## src/rtl/axi_lite_cmd_master_if.sv

```systemverilog
// AXI4-Lite bus bundle between the command master and a register slave.
// Signal names follow the usual M_AXI_* naming seen from the master side.
interface axi_lite_cmd_master_if #(
  parameter int AW = 9,
  parameter int DW = 32
);
  logic [AW-1:0]   M_AXI_AWADDR;
  logic            M_AXI_AWVALID;
  logic            M_AXI_AWREADY;
  logic [DW-1:0]   M_AXI_WDATA;
  logic [DW/8-1:0] M_AXI_WSTRB;
  logic            M_AXI_WVALID;
  logic            M_AXI_WREADY;
  logic [1:0]      M_AXI_BRESP;
  logic            M_AXI_BVALID;
  logic            M_AXI_BREADY;
  logic [AW-1:0]   M_AXI_ARADDR;
  logic            M_AXI_ARVALID;
  logic            M_AXI_ARREADY;
  logic [DW-1:0]   M_AXI_RDATA;
  logic [1:0]      M_AXI_RRESP;
  logic            M_AXI_RVALID;
  logic            M_AXI_RREADY;

  modport master (
    output M_AXI_AWADDR, M_AXI_AWVALID,
    input  M_AXI_AWREADY,
    output M_AXI_WDATA, M_AXI_WSTRB, M_AXI_WVALID,
    input  M_AXI_WREADY,
    input  M_AXI_BRESP, M_AXI_BVALID,
    output M_AXI_BREADY,
    output M_AXI_ARADDR, M_AXI_ARVALID,
    input  M_AXI_ARREADY,
    input  M_AXI_RDATA, M_AXI_RRESP, M_AXI_RVALID,
    output M_AXI_RREADY
  );

  modport slave (
    input  M_AXI_AWADDR, M_AXI_AWVALID,
    output M_AXI_AWREADY,
    input  M_AXI_WDATA, M_AXI_WSTRB, M_AXI_WVALID,
    output M_AXI_WREADY,
    output M_AXI_BRESP, M_AXI_BVALID,
    input  M_AXI_BREADY,
    input  M_AXI_ARADDR, M_AXI_ARVALID,
    output M_AXI_ARREADY,
    output M_AXI_RDATA, M_AXI_RRESP, M_AXI_RVALID,
    input  M_AXI_RREADY
  );
endinterface

```

## src/rtl/axi_lite_cmd_master.sv

```systemverilog
// Single-outstanding AXI4-Lite master driven by a local cmd/rsp port.
// Define AXI_LITE_CMD_MASTER_ERR_CNT_EN to add the err_count output.
module axi_lite_cmd_master #(
  parameter int C_M_AXI_DATA_WIDTH = 32,
  parameter int C_M_AXI_ADDR_WIDTH = 9
) (
  input  logic                            M_AXI_ACLK,
  input  logic                            M_AXI_ARESETN,
  input  logic                            cmd_valid,
  output logic                            cmd_ready,
  input  logic                            cmd_write,
  input  logic [C_M_AXI_ADDR_WIDTH-1:0]   cmd_addr,
  input  logic [C_M_AXI_DATA_WIDTH-1:0]   cmd_wdata,
  input  logic [C_M_AXI_DATA_WIDTH/8-1:0] cmd_wstrb,
  output logic                            rsp_valid,
  input  logic                            rsp_ready,
  output logic                            rsp_write,
  output logic [C_M_AXI_DATA_WIDTH-1:0]   rsp_rdata,
  output logic [1:0]                      rsp_resp,
  axi_lite_cmd_master_if.master           m_axi
`ifdef AXI_LITE_CMD_MASTER_ERR_CNT_EN
  ,
  output logic [7:0]                      err_count
`endif
);

  localparam int AW = C_M_AXI_ADDR_WIDTH;
  localparam int DW = C_M_AXI_DATA_WIDTH;
  localparam int SW = DW / 8;

  typedef enum logic [2:0] {
    IDLE,
    WR_ADDR_DATA,
    WR_RESP,
    RD_ADDR,
    RD_DATA,
    RSP
  } state_t;

  state_t          state_q, state_d;
  logic            cmd_ready_q, cmd_ready_d;
  logic [AW-1:0]   addr_q, addr_d;
  logic [DW-1:0]   wdata_q, wdata_d;
  logic [SW-1:0]   wstrb_q, wstrb_d;
  logic            awvalid_q, awvalid_d;
  logic            wvalid_q, wvalid_d;
  logic            bready_q, bready_d;
  logic            arvalid_q, arvalid_d;
  logic            rready_q, rready_d;
  logic            rsp_valid_q, rsp_valid_d;
  logic            rsp_write_q, rsp_write_d;
  logic [DW-1:0]   rsp_rdata_q, rsp_rdata_d;
  logic [1:0]      rsp_resp_q, rsp_resp_d;
  logic            err_hit;

  // Next-state and next-output logic; every output is a register.
  always_comb begin
    state_d     = state_q;
    cmd_ready_d = cmd_ready_q;
    addr_d      = addr_q;
    wdata_d     = wdata_q;
    wstrb_d     = wstrb_q;
    awvalid_d   = awvalid_q;
    wvalid_d    = wvalid_q;
    bready_d    = bready_q;
    arvalid_d   = arvalid_q;
    rready_d    = rready_q;
    rsp_valid_d = rsp_valid_q;
    rsp_write_d = rsp_write_q;
    rsp_rdata_d = rsp_rdata_q;
    rsp_resp_d  = rsp_resp_q;
    err_hit     = 1'b0;
    unique case (state_q)
      IDLE: begin
        cmd_ready_d = 1'b1;
        if (cmd_valid && cmd_ready_q) begin
          cmd_ready_d = 1'b0;
          addr_d      = cmd_addr;
          wdata_d     = cmd_wdata;
          wstrb_d     = cmd_wstrb;
          rsp_write_d = cmd_write;
          if (cmd_write) begin
            awvalid_d = 1'b1;
            wvalid_d  = 1'b1;
            state_d   = WR_ADDR_DATA;
          end else begin
            arvalid_d = 1'b1;
            state_d   = RD_ADDR;
          end
        end
      end
      WR_ADDR_DATA: begin
        awvalid_d = awvalid_q && !m_axi.M_AXI_AWREADY;
        wvalid_d  = wvalid_q && !m_axi.M_AXI_WREADY;
        if (!awvalid_d && !wvalid_d) begin
          bready_d = 1'b1;
          state_d  = WR_RESP;
        end
      end
      WR_RESP: begin
        if (m_axi.M_AXI_BVALID) begin
          bready_d    = 1'b0;
          rsp_valid_d = 1'b1;
          rsp_rdata_d = '0;
          rsp_resp_d  = m_axi.M_AXI_BRESP;
          err_hit     = (m_axi.M_AXI_BRESP != 2'b00);
          state_d     = RSP;
        end
      end
      RD_ADDR: begin
        if (m_axi.M_AXI_ARREADY) begin
          arvalid_d = 1'b0;
          rready_d  = 1'b1;
          state_d   = RD_DATA;
        end
      end
      RD_DATA: begin
        if (m_axi.M_AXI_RVALID) begin
          rready_d    = 1'b0;
          rsp_valid_d = 1'b1;
          rsp_rdata_d = m_axi.M_AXI_RDATA;
          rsp_resp_d  = m_axi.M_AXI_RRESP;
          err_hit     = (m_axi.M_AXI_RRESP != 2'b00);
          state_d     = RSP;
        end
      end
      RSP: begin
        if (rsp_ready) begin
          rsp_valid_d = 1'b0;
          cmd_ready_d = 1'b1;
          state_d     = IDLE;
        end
      end
      default: begin
        state_d = IDLE;
      end
    endcase
  end

  // State and output registers; reset aborts any transaction in flight.
  always_ff @(posedge M_AXI_ACLK or negedge M_AXI_ARESETN) begin
    if (!M_AXI_ARESETN) begin
      state_q     <= IDLE;
      cmd_ready_q <= 1'b0;
      addr_q      <= '0;
      wdata_q     <= '0;
      wstrb_q     <= '0;
      awvalid_q   <= 1'b0;
      wvalid_q    <= 1'b0;
      bready_q    <= 1'b0;
      arvalid_q   <= 1'b0;
      rready_q    <= 1'b0;
      rsp_valid_q <= 1'b0;
      rsp_write_q <= 1'b0;
      rsp_rdata_q <= '0;
      rsp_resp_q  <= '0;
    end else begin
      state_q     <= state_d;
      cmd_ready_q <= cmd_ready_d;
      addr_q      <= addr_d;
      wdata_q     <= wdata_d;
      wstrb_q     <= wstrb_d;
      awvalid_q   <= awvalid_d;
      wvalid_q    <= wvalid_d;
      bready_q    <= bready_d;
      arvalid_q   <= arvalid_d;
      rready_q    <= rready_d;
      rsp_valid_q <= rsp_valid_d;
      rsp_write_q <= rsp_write_d;
      rsp_rdata_q <= rsp_rdata_d;
      rsp_resp_q  <= rsp_resp_d;
    end
  end

`ifdef AXI_LITE_CMD_MASTER_ERR_CNT_EN
  logic [7:0] err_q, err_d;

  // Saturating count of non-OKAY B/R responses.
  always_comb begin
    err_d = err_q;
    if (err_hit && err_q != 8'hFF)
      err_d = err_q + 8'd1;
  end

  // Error counter register.
  always_ff @(posedge M_AXI_ACLK or negedge M_AXI_ARESETN) begin
    if (!M_AXI_ARESETN)
      err_q <= '0;
    else
      err_q <= err_d;
  end

  assign err_count = err_q;
`else
  logic unused_err;
  assign unused_err = err_hit;
`endif

  assign cmd_ready           = cmd_ready_q;
  assign rsp_valid           = rsp_valid_q;
  assign rsp_write           = rsp_write_q;
  assign rsp_rdata           = rsp_rdata_q;
  assign rsp_resp            = rsp_resp_q;
  assign m_axi.M_AXI_AWADDR  = addr_q;
  assign m_axi.M_AXI_AWVALID = awvalid_q;
  assign m_axi.M_AXI_WDATA   = wdata_q;
  assign m_axi.M_AXI_WSTRB   = wstrb_q;
  assign m_axi.M_AXI_WVALID  = wvalid_q;
  assign m_axi.M_AXI_BREADY  = bready_q;
  assign m_axi.M_AXI_ARADDR  = addr_q;
  assign m_axi.M_AXI_ARVALID = arvalid_q;
  assign m_axi.M_AXI_RREADY  = rready_q;

endmodule

```

## src/flat_wrapper.sv

```systemverilog
// flat-port wrapper written by rule: the top's interface ports become plain ports
module axi_lite_cmd_master_flat 
#(
  parameter int C_M_AXI_DATA_WIDTH = 32,
  parameter int C_M_AXI_ADDR_WIDTH = 9
)
  (M_AXI_ACLK, M_AXI_ARESETN, cmd_valid, cmd_ready, cmd_write, cmd_addr, cmd_wdata, cmd_wstrb, rsp_valid, rsp_ready, rsp_write, rsp_rdata, rsp_resp, m_axi_M_AXI_AWADDR, m_axi_M_AXI_AWVALID, m_axi_M_AXI_AWREADY, m_axi_M_AXI_WDATA, m_axi_M_AXI_WSTRB, m_axi_M_AXI_WVALID, m_axi_M_AXI_WREADY, m_axi_M_AXI_BRESP, m_axi_M_AXI_BVALID, m_axi_M_AXI_BREADY, m_axi_M_AXI_ARADDR, m_axi_M_AXI_ARVALID, m_axi_M_AXI_ARREADY, m_axi_M_AXI_RDATA, m_axi_M_AXI_RRESP, m_axi_M_AXI_RVALID, m_axi_M_AXI_RREADY);
  axi_lite_cmd_master_if #(.AW(9), .DW(32)) m_axi_i ();
  input  logic M_AXI_ACLK;
  input  logic M_AXI_ARESETN;
  input  logic cmd_valid;
  output logic cmd_ready;
  input  logic cmd_write;
  input  logic [C_M_AXI_ADDR_WIDTH-1:0] cmd_addr;
  input  logic [C_M_AXI_DATA_WIDTH-1:0] cmd_wdata;
  input  logic [C_M_AXI_DATA_WIDTH/8-1:0] cmd_wstrb;
  output logic rsp_valid;
  input  logic rsp_ready;
  output logic rsp_write;
  output logic [C_M_AXI_DATA_WIDTH-1:0] rsp_rdata;
  output logic [1:0] rsp_resp;
  output wire logic [$bits(m_axi_i.M_AXI_AWADDR)-1:0] m_axi_M_AXI_AWADDR;
  output wire logic [$bits(m_axi_i.M_AXI_AWVALID)-1:0] m_axi_M_AXI_AWVALID;
  input wire logic [$bits(m_axi_i.M_AXI_AWREADY)-1:0] m_axi_M_AXI_AWREADY;
  output wire logic [$bits(m_axi_i.M_AXI_WDATA)-1:0] m_axi_M_AXI_WDATA;
  output wire logic [$bits(m_axi_i.M_AXI_WSTRB)-1:0] m_axi_M_AXI_WSTRB;
  output wire logic [$bits(m_axi_i.M_AXI_WVALID)-1:0] m_axi_M_AXI_WVALID;
  input wire logic [$bits(m_axi_i.M_AXI_WREADY)-1:0] m_axi_M_AXI_WREADY;
  input wire logic [$bits(m_axi_i.M_AXI_BRESP)-1:0] m_axi_M_AXI_BRESP;
  input wire logic [$bits(m_axi_i.M_AXI_BVALID)-1:0] m_axi_M_AXI_BVALID;
  output wire logic [$bits(m_axi_i.M_AXI_BREADY)-1:0] m_axi_M_AXI_BREADY;
  output wire logic [$bits(m_axi_i.M_AXI_ARADDR)-1:0] m_axi_M_AXI_ARADDR;
  output wire logic [$bits(m_axi_i.M_AXI_ARVALID)-1:0] m_axi_M_AXI_ARVALID;
  input wire logic [$bits(m_axi_i.M_AXI_ARREADY)-1:0] m_axi_M_AXI_ARREADY;
  input wire logic [$bits(m_axi_i.M_AXI_RDATA)-1:0] m_axi_M_AXI_RDATA;
  input wire logic [$bits(m_axi_i.M_AXI_RRESP)-1:0] m_axi_M_AXI_RRESP;
  input wire logic [$bits(m_axi_i.M_AXI_RVALID)-1:0] m_axi_M_AXI_RVALID;
  output wire logic [$bits(m_axi_i.M_AXI_RREADY)-1:0] m_axi_M_AXI_RREADY;
  assign m_axi_M_AXI_AWADDR = m_axi_i.M_AXI_AWADDR;
  assign m_axi_M_AXI_AWVALID = m_axi_i.M_AXI_AWVALID;
  assign m_axi_i.M_AXI_AWREADY = m_axi_M_AXI_AWREADY;
  assign m_axi_M_AXI_WDATA = m_axi_i.M_AXI_WDATA;
  assign m_axi_M_AXI_WSTRB = m_axi_i.M_AXI_WSTRB;
  assign m_axi_M_AXI_WVALID = m_axi_i.M_AXI_WVALID;
  assign m_axi_i.M_AXI_WREADY = m_axi_M_AXI_WREADY;
  assign m_axi_i.M_AXI_BRESP = m_axi_M_AXI_BRESP;
  assign m_axi_i.M_AXI_BVALID = m_axi_M_AXI_BVALID;
  assign m_axi_M_AXI_BREADY = m_axi_i.M_AXI_BREADY;
  assign m_axi_M_AXI_ARADDR = m_axi_i.M_AXI_ARADDR;
  assign m_axi_M_AXI_ARVALID = m_axi_i.M_AXI_ARVALID;
  assign m_axi_i.M_AXI_ARREADY = m_axi_M_AXI_ARREADY;
  assign m_axi_i.M_AXI_RDATA = m_axi_M_AXI_RDATA;
  assign m_axi_i.M_AXI_RRESP = m_axi_M_AXI_RRESP;
  assign m_axi_i.M_AXI_RVALID = m_axi_M_AXI_RVALID;
  assign m_axi_M_AXI_RREADY = m_axi_i.M_AXI_RREADY;
  axi_lite_cmd_master #(.C_M_AXI_DATA_WIDTH(C_M_AXI_DATA_WIDTH), .C_M_AXI_ADDR_WIDTH(C_M_AXI_ADDR_WIDTH)) u_core (.M_AXI_ACLK(M_AXI_ACLK), .M_AXI_ARESETN(M_AXI_ARESETN), .cmd_valid(cmd_valid), .cmd_ready(cmd_ready), .cmd_write(cmd_write), .cmd_addr(cmd_addr), .cmd_wdata(cmd_wdata), .cmd_wstrb(cmd_wstrb), .rsp_valid(rsp_valid), .rsp_ready(rsp_ready), .rsp_write(rsp_write), .rsp_rdata(rsp_rdata), .rsp_resp(rsp_resp), .m_axi(m_axi_i));
endmodule
```

## config.mk

```make
export PLATFORM = sky130hd
export DESIGN_NAME = axi_lite_cmd_master_flat
export DESIGN_NICKNAME = d
export VERILOG_FILES = /design/src/rtl/axi_lite_cmd_master_if.sv /design/src/rtl/axi_lite_cmd_master.sv /design/src/flat_wrapper.sv
export SDC_FILE = /design/constraint.sdc
export NUM_CORES = 1
export LEC_CHECK = 0
export ABC_AREA = 0
export BUFFER_PORTS_ARGS = -buffer_cell sky130_fd_sc_hd__buf_4
export CORE_AREA = 10 10 101 103
export CTS_CLUSTER_SIZE = 24
export DETAILED_ROUTE_END_ITERATION = 10
export DIE_AREA = 0 0 111 113
export PLACE_DENSITY = 0.78
export SLEW_MARGIN = 10
export SYNTH_ARGS = -nofsm -noshare
export SYNTH_HDL_FRONTEND = slang
export SYNTH_SLANG_ARGS = --single-unit
```

## constraint.sdc

```tcl
create_clock -name M_AXI_ACLK -period 3.69 [get_ports M_AXI_ACLK]
set_clock_uncertainty 0.1 [all_clocks]
set_input_delay 0.1845 -clock M_AXI_ACLK [delete_from_list [all_inputs] [get_ports M_AXI_ACLK]]
set_output_delay 0.1845 -clock M_AXI_ACLK [all_outputs]
set_load 0.05 [all_outputs]
```

==> results of run 1 <==
==> through the flow <==
step	hold slack [ns]	std cells	setup slack [ns]	instance area, um^2	total power (uW)
after floorplan	-0.211	251	1.77	3590	4050
after global placement	0.268	518	1.58	4930	4910
after detailed placement	0.272	518	1.49	4930	4980
after CTS	0.0177	615	1.49	5940	5730
after global routing	0.0145	616	1.29	5970	6000
final	0.0274	616	1.48	5970	5740
==> area by class of cell <==
type                            instances  area, um^2  share of cell area
Sequential cell                        90        2250               0.377
Timing Repair Buffer                  269        2240               0.376
Multi-Input combinational cell        131        1120               0.188
Clock buffer                           10         138              0.0231
Tap cell                              105         131              0.0220
Clock inverter                          6        66.3              0.0111
Inverter                                5        18.8             0.00314
==> sequential cells by signal, summed over array words and instances (netlist names), 2 cells and up <==
| name | count |
|---|---|
| u_core.rsp_resp | 2 |
| u_core.state_q | 3 |
| u_core.rsp_rdata | 32 |
| u_core.m_axi.M_AXI_WSTRB | 4 |
| u_core.m_axi.M_AXI_ARADDR | 9 |
| u_core.m_axi.M_AXI_WDATA | 32 |
==> routing by layer <==
metal,track usage,vias up
met5,0,-
met2,0.281,163
met4,0.0495,0
met1,0.231,1479
li1,-,1402
met3,0.0808,9
==> power by group <==
group | switching, uW | internal [uW] | leakage [uW]
sequential | 322 | 1400 | 0.00111
combinational | 2230 | 1110 | 0.00169
clock | 345 | 331 | 0.0000945
total | 2900 | 2850 | 0.00290
==> worst max-delay path, stage by stage, from the launching register on <==
cell and delay [ns]:
dfrtp_1 0.65, nand3b_1 0.17, a21o_1 0.86, nor2b_1 0.22, a41oi_1 0.05
==> path summary, 6_finish.rpt <==
check,endpoint,depth (start not counted),slack [ns],from
worst min-delay path,u_core.rsp_write,2,0.03,cmd_write
min in group asynchronous,u_core.m_axi.M_AXI_WDATA[10],2,0.27,M_AXI_ARESETN
max in group asynchronous,u_core.state_q[0],3,2.57,M_AXI_ARESETN
worst max-delay path,u_core.rsp_valid,4,1.48,u_core.state_q[2]
worst min register to register,u_core.rsp_resp[1],2,0.40,u_core.rsp_resp[1]
worst max register to register,u_core.rsp_valid,4,1.48,u_core.state_q[2]
==> cell families (layout without fill, tap and decap cells) <==
| family | after synthesis | in the layout | synth area share |
|---|---|---|---|
| simple gates | 25 | 25 | 0.0383 |
| buf+inv | 30 | 290 | 0.0627 |
| flops | 90 | 90 | 0.627 |
| mux | 48 | 48 | 0.150 |
| compound gates | 58 | 58 | 0.122 |
==> cells in the final DEF (no fill, tap or decap), drive strengths merged, types with 2 or more instances in the layout <==
cell	netlist	final
dlygate4sd3	0	81
a21oi	8	8
a21o	2	2
clkinv	0	2
clkbuf	2	10
inv	5	5
nor2b	3	3
buf	23	188
dfrtp	90	90
clkinvlp	0	3
mux2	46	46
nor2	6	6
o21ai	8	8
a22o	33	33
nand2	9	9
mux2i	2	2
nand3	2	2
nand3b	2	2
==> repair_timing <==
action / in CTS / in global routing
setup buffers: 0 / 0
hold buffers: 81 / 0
hold endpoints to repair: 141 / 0
==> metrics.csv, run 1 <==
metric,value,unit
synthArstFlopShare,1.00,
syn_nets,342,
p_leak,0.00290,uW
wire_per_inst,19.2,um
drive_gt1_frac,0.483,
clock_sinks,90,
grt_overflow,0,
avgSynthCellArea,14.3,um^2
htreeDepth,3,
vias,3053,
ant_nets,0,
drt-met1-wl,5140,um
cp.required,3.78,ns
fmax,0.453,GHz
p_per_area,962,nW/um^2
setup_viol,0,
synth.area.top_cells,"dfrtp_1 63%, mux2_2 13%, a22o_1 8.0%, buf_6 2.8%, buf_4 2.3%",
final.setup.tns,0,ns
layout_worst_path_cycle_share,0.598,
io_pins,187,
cp_max_fo,37,
vias_per_cell,4.96,
final.fill_count,497,
grt_first_pass_wirelength,18700,um
ys_seq_elements,90,
yosys_warnings,0,
yosys.area.top_type,dfrtp_1,
diodes,0,
dieWidth,111,um
gp_congestion,0.790,
yosys.area.top_type_share,0.627,
slew_headroom,0.222,
period_needed,2.21,ns
worst_pin_slew,1.16,ns
post-route-util,0.734,
synthCells,251,
synth_edf_count,0,
drv_cap,0,
gr-usage-all-layers,0.184,
clock_path_buffers,2,
dieArea,12500,um^2
clk_latency,0.35,ns
start_kind,register,
yosysSeqAreaShare,0.627,
post-dp-hpwl,7570,um
netlist_area,3590,um^2
dr_wl_met2,5350,um
numCtsBuffers,9,
clock-root-buffer,clkbuf_8,
grt_start_max_net_pins,91,
critPathKind,reg2reg,
hold_viol,0,
top_layer_used,met4,
synthFlopType,dfrtp_1,
report.final.slew_viol_count,0,
antenna_found_initial,0,
grt_pass1_vias,3334,
grt_setup_unrepaired,no,
start_util,0.441,
first_iter_violations,147,
rows,33,
port_buffers,186,
end_kind,register,
core-area,8130,um^2
cts_resized,0,
routed_wl,11900,um
fin_nets,597,
vdd_drop_max,0.000474,V
die_h,113,um
synth.most_common_cell,dfrtp_1,
synth_cell_types,28,
first_pass_iters,4,
area_growth,66.2,%
synth_common_cells,"90 x dfrtp_1, 41 x mux2_2, 33 x a22o_1",
status,finished clean,
arrival,2.30,ns
drcViolationCount,0,
cts.reportedPaths.clkPinSlew,0.09,ns
wl_met3,1280,um
cts_tree,done,
worst_hold_path_type,in2reg,
No activity file was read; power rests on OpenSTA's default activity.
==> run 2, diff against run 1 <==
Settings changed: ABC_AREA 0 to 1, CORE_AREA 10 10 101 103 to 10 10 104 106, DIE_AREA 0 0 111 113 to 0 0 114 116, PLACE_DENSITY 0.78 to 0.77.
Clock period 3.69 ns to 2.2 ns, I/O delays scaled along.
==> run 2 against run 1 <==
Setup slack lost 1.1 ns. Clock power up 85%. Final cell count up 32%. Total power up 75%. Synthesized cell count rose by 74%.
==> metrics.csv, run 2 <==
metric,value,unit,change
total_power,10100,uW,+75%
power_switching,5350,uW,+85%
layout_commonest_cell,nand2_1,,
synth-simple-area-share,0.323,,+0.285
final.fill_count,623,,+25%
cts_resized,0,,unchanged
syn_nets,528,,+54%
start_kind,register,,
dieWidth,114,um,+2.7%
cp_max_fo,40,,+8.1%
grt_pass1_vias,4076,,+22%
hold_viol,0,,unchanged
pwr-share-comb,0.590,,+0.008
clock-root-buffer,clkbuf_8,,
synth_common_cells,"240 x nand2_1, 90 x dfrtp_1, 32 x nand2_2",,
ant_nets,0,,unchanged
use_met3,0.0574,,-0.0235
arrival,2.04,ns,-0.26 ns
netlist_area,3820,um^2,+6.3%
grt.met1_usage,0.201,,-0.0302
synthFlopType,dfrtp_1,,
p_clk_frac,0.124,,+0.006
port_buffers,186,,unchanged
rows,34,,+3.0%
area_growth,64.6,%,
p_per_area,1600,nW/um^2,+66%
synth.area.mux_share,0,,-0.150
grt_first_pass_wirelength,20200,um,+7.7%
clock_path_buffers,2,,unchanged
power_switching_share,0.532,,+0.0275
post-dp-hpwl,8630,um,+14%
report.final.slew_viol_count,0,,unchanged
yosysSeqAreaShare,0.590,,-0.0374
synth_edf_count,0,,unchanged
post-route-util,0.724,,-0.00954
drv_cap,0,,unchanged
start_util,0.440,,-0.00145
synth.most_common_cell,nand2_1,,
numCtsBuffers,9,,unchanged
gp_congestion,0.843,,+6.7%
first_pass_iters,7,,+3
clk_latency,0.34,ns,about the same
first_iter_violations,247,,+68%
fin_nets,789,,+32%
vdd_drop_max,0.000832,V,+76%
seqPwrFrac,0.286,,-0.014
period_needed,1.86,ns,-0.346 ns
synthAdderAreaFrac,0,,unchanged
yosys.area.top_type,dfrtp_1,,
synth.area.top_cells,"dfrtp_1 59%, nand2_1 24%, nand2_2 5.2%, buf_4 2.6%, buf_6 1.8%",,
vias_per_cell,4.70,,-5.1%
gr-usage-all-layers,0.187,,+0.00368
cp.required,2.38,ns,-1.40 ns
end_kind,register,,
synth_top_family_by_area,simple AND/OR/NAND/NOR gates,,
critPathKind,reg2reg,,
fmax,0.538,GHz,+19%
die_h,116,um,+2.7%
dieArea,13200,um^2,+5.4%
grt_setup_unrepaired,no,,
synth_xor_area_frac,0,,unchanged
ys_seq_elements,90,,unchanged
final.setup.tns,0,ns,unchanged
use_met2,0.338,,+0.0561
worst_slack,0.340,ns,-1.14 ns
grt_start_max_net_pins,49,,-46%
yosys.area.top_type_share,0.590,,-0.0374
hold-worst-slack,0.0432,ns,+0.0158 ns
status,finished clean,,
antenna_found_initial,1,,+1
core-area,8680,um^2,+6.7%
worst_hold_path_type,in2reg,,
drive_gt1_frac,0.353,,-0.131
htreeDepth,3,,unchanged
worst_pin_slew,0.719,ns,-0.444 ns
cts.reportedPaths.clkPinSlew,0.09,ns,about the same
synthCells,437,,+74%
synth_compound_area_frac,0.0141,,-0.108
routed_wl,12800,um,+7.5%
setup_viol,0,,unchanged
power.internal,4710,uW,+66%
synth_cell_types,21,,-25%
grt_overflow,0,,unchanged
clock_sinks,90,,unchanged
pre_cts_ws,0.375,ns,-1.12 ns
yosys_warnings,0,,unchanged
p_leak,0.00351,uW,+21%
io_pins,187,,unchanged
layout_worst_path_cycle_share,0.845,,+0.248
cts_tree,done,,
wire_per_inst,15.7,um,-18%
slew_headroom,0.520,,+0.298
vias,3818,,+25%
drcViolationCount,0,,unchanged
busiest_layer,met2,,
synthArstFlopShare,1.00,,unchanged
avgSynthCellArea,8.74,um^2,-39%
final_cell_mix,"240 x nand2_1, 188 x buf_4, 90 x dfrtp_1",,
-- run 2: final cells by class --
| cell class | instances | area (um^2) | share of cell area |
|---|---|---|---|
| repair buffers | 275 | 2290 | 0.365 |
| diodes | 1 | 2.50 | 0.000398 |
| multi-input cells | 302 | 1300 | 0.206 |
| clock buffers | 9 | 124 | 0.0197 |
| flip-flops and latches | 90 | 2250 | 0.358 |
| well taps | 108 | 135 | 0.0215 |
| clock inverters | 7 | 100 | 0.0159 |
| inverters | 20 | 82.6 | 0.0131 |
-- run 2: logic make-up after synthesis --
kind of cell | Yosys count
buf+inv | 45
simple gates | 292
flops | 90
compound gates | 10
-- run 2: layer usage --
metal / vias up / part of all wire
li1: 1831 / -
met1: 1784 / 0.38
met2: 179 / 0.51
met3: 24 / 0.086
met4: 0 / 0.022
met5: - / 0
-- run 2: critical path: stages (launching register included) --
cell and delay [ns]:
dfrtp_1 0.51, nor2_4 0.18, nand2_1 0.14, nor2_4 0.23, buf_4 0.41, nand2_1 0.12, nand2_1 0.10
-- run 2: final timing paths --
kind,from,endpoint,slack (ns),depth (start not counted)
hold / removal,m_axi_M_AXI_RVALID,u_core.m_axi.M_AXI_RREADY,0.04,4
setup reg to reg,u_core.state_q[0],u_core.m_axi.M_AXI_ARADDR[3],0.34,6
max in group asynchronous,M_AXI_ARESETN,u_core.m_axi.M_AXI_WDATA[31],1.15,3
min in group asynchronous,M_AXI_ARESETN,u_core.rsp_rdata[7],0.19,2
setup / recovery,u_core.state_q[0],u_core.m_axi.M_AXI_ARADDR[3],0.34,6
hold reg to reg,u_core.rsp_rdata[1],u_core.rsp_rdata[1],0.38,2
-- run 2: per-stage QoR --
stage	cell area (um^2)	instances
floorplan	3820	437
global placement	5200	709
detailed placement	5200	709
CTS	6280	811
global route	6280	812
finish	6280	812
-- run 2: power groups by stage --
stage	clock network [uW]	registers, uW	logic [uW]
after floorplan	0	5140	1910
after global placement	0	2860	5730
after detailed placement	0	2880	5820
after CTS	1290	2860	5950
after global routing	1360	2960	6310
final	1250	2880	5940
-- run 2: what timing repair did --
action	CTS	global route
hold endpoints to repair	125	0
setup buffers	0	0
hold buffers	86	0
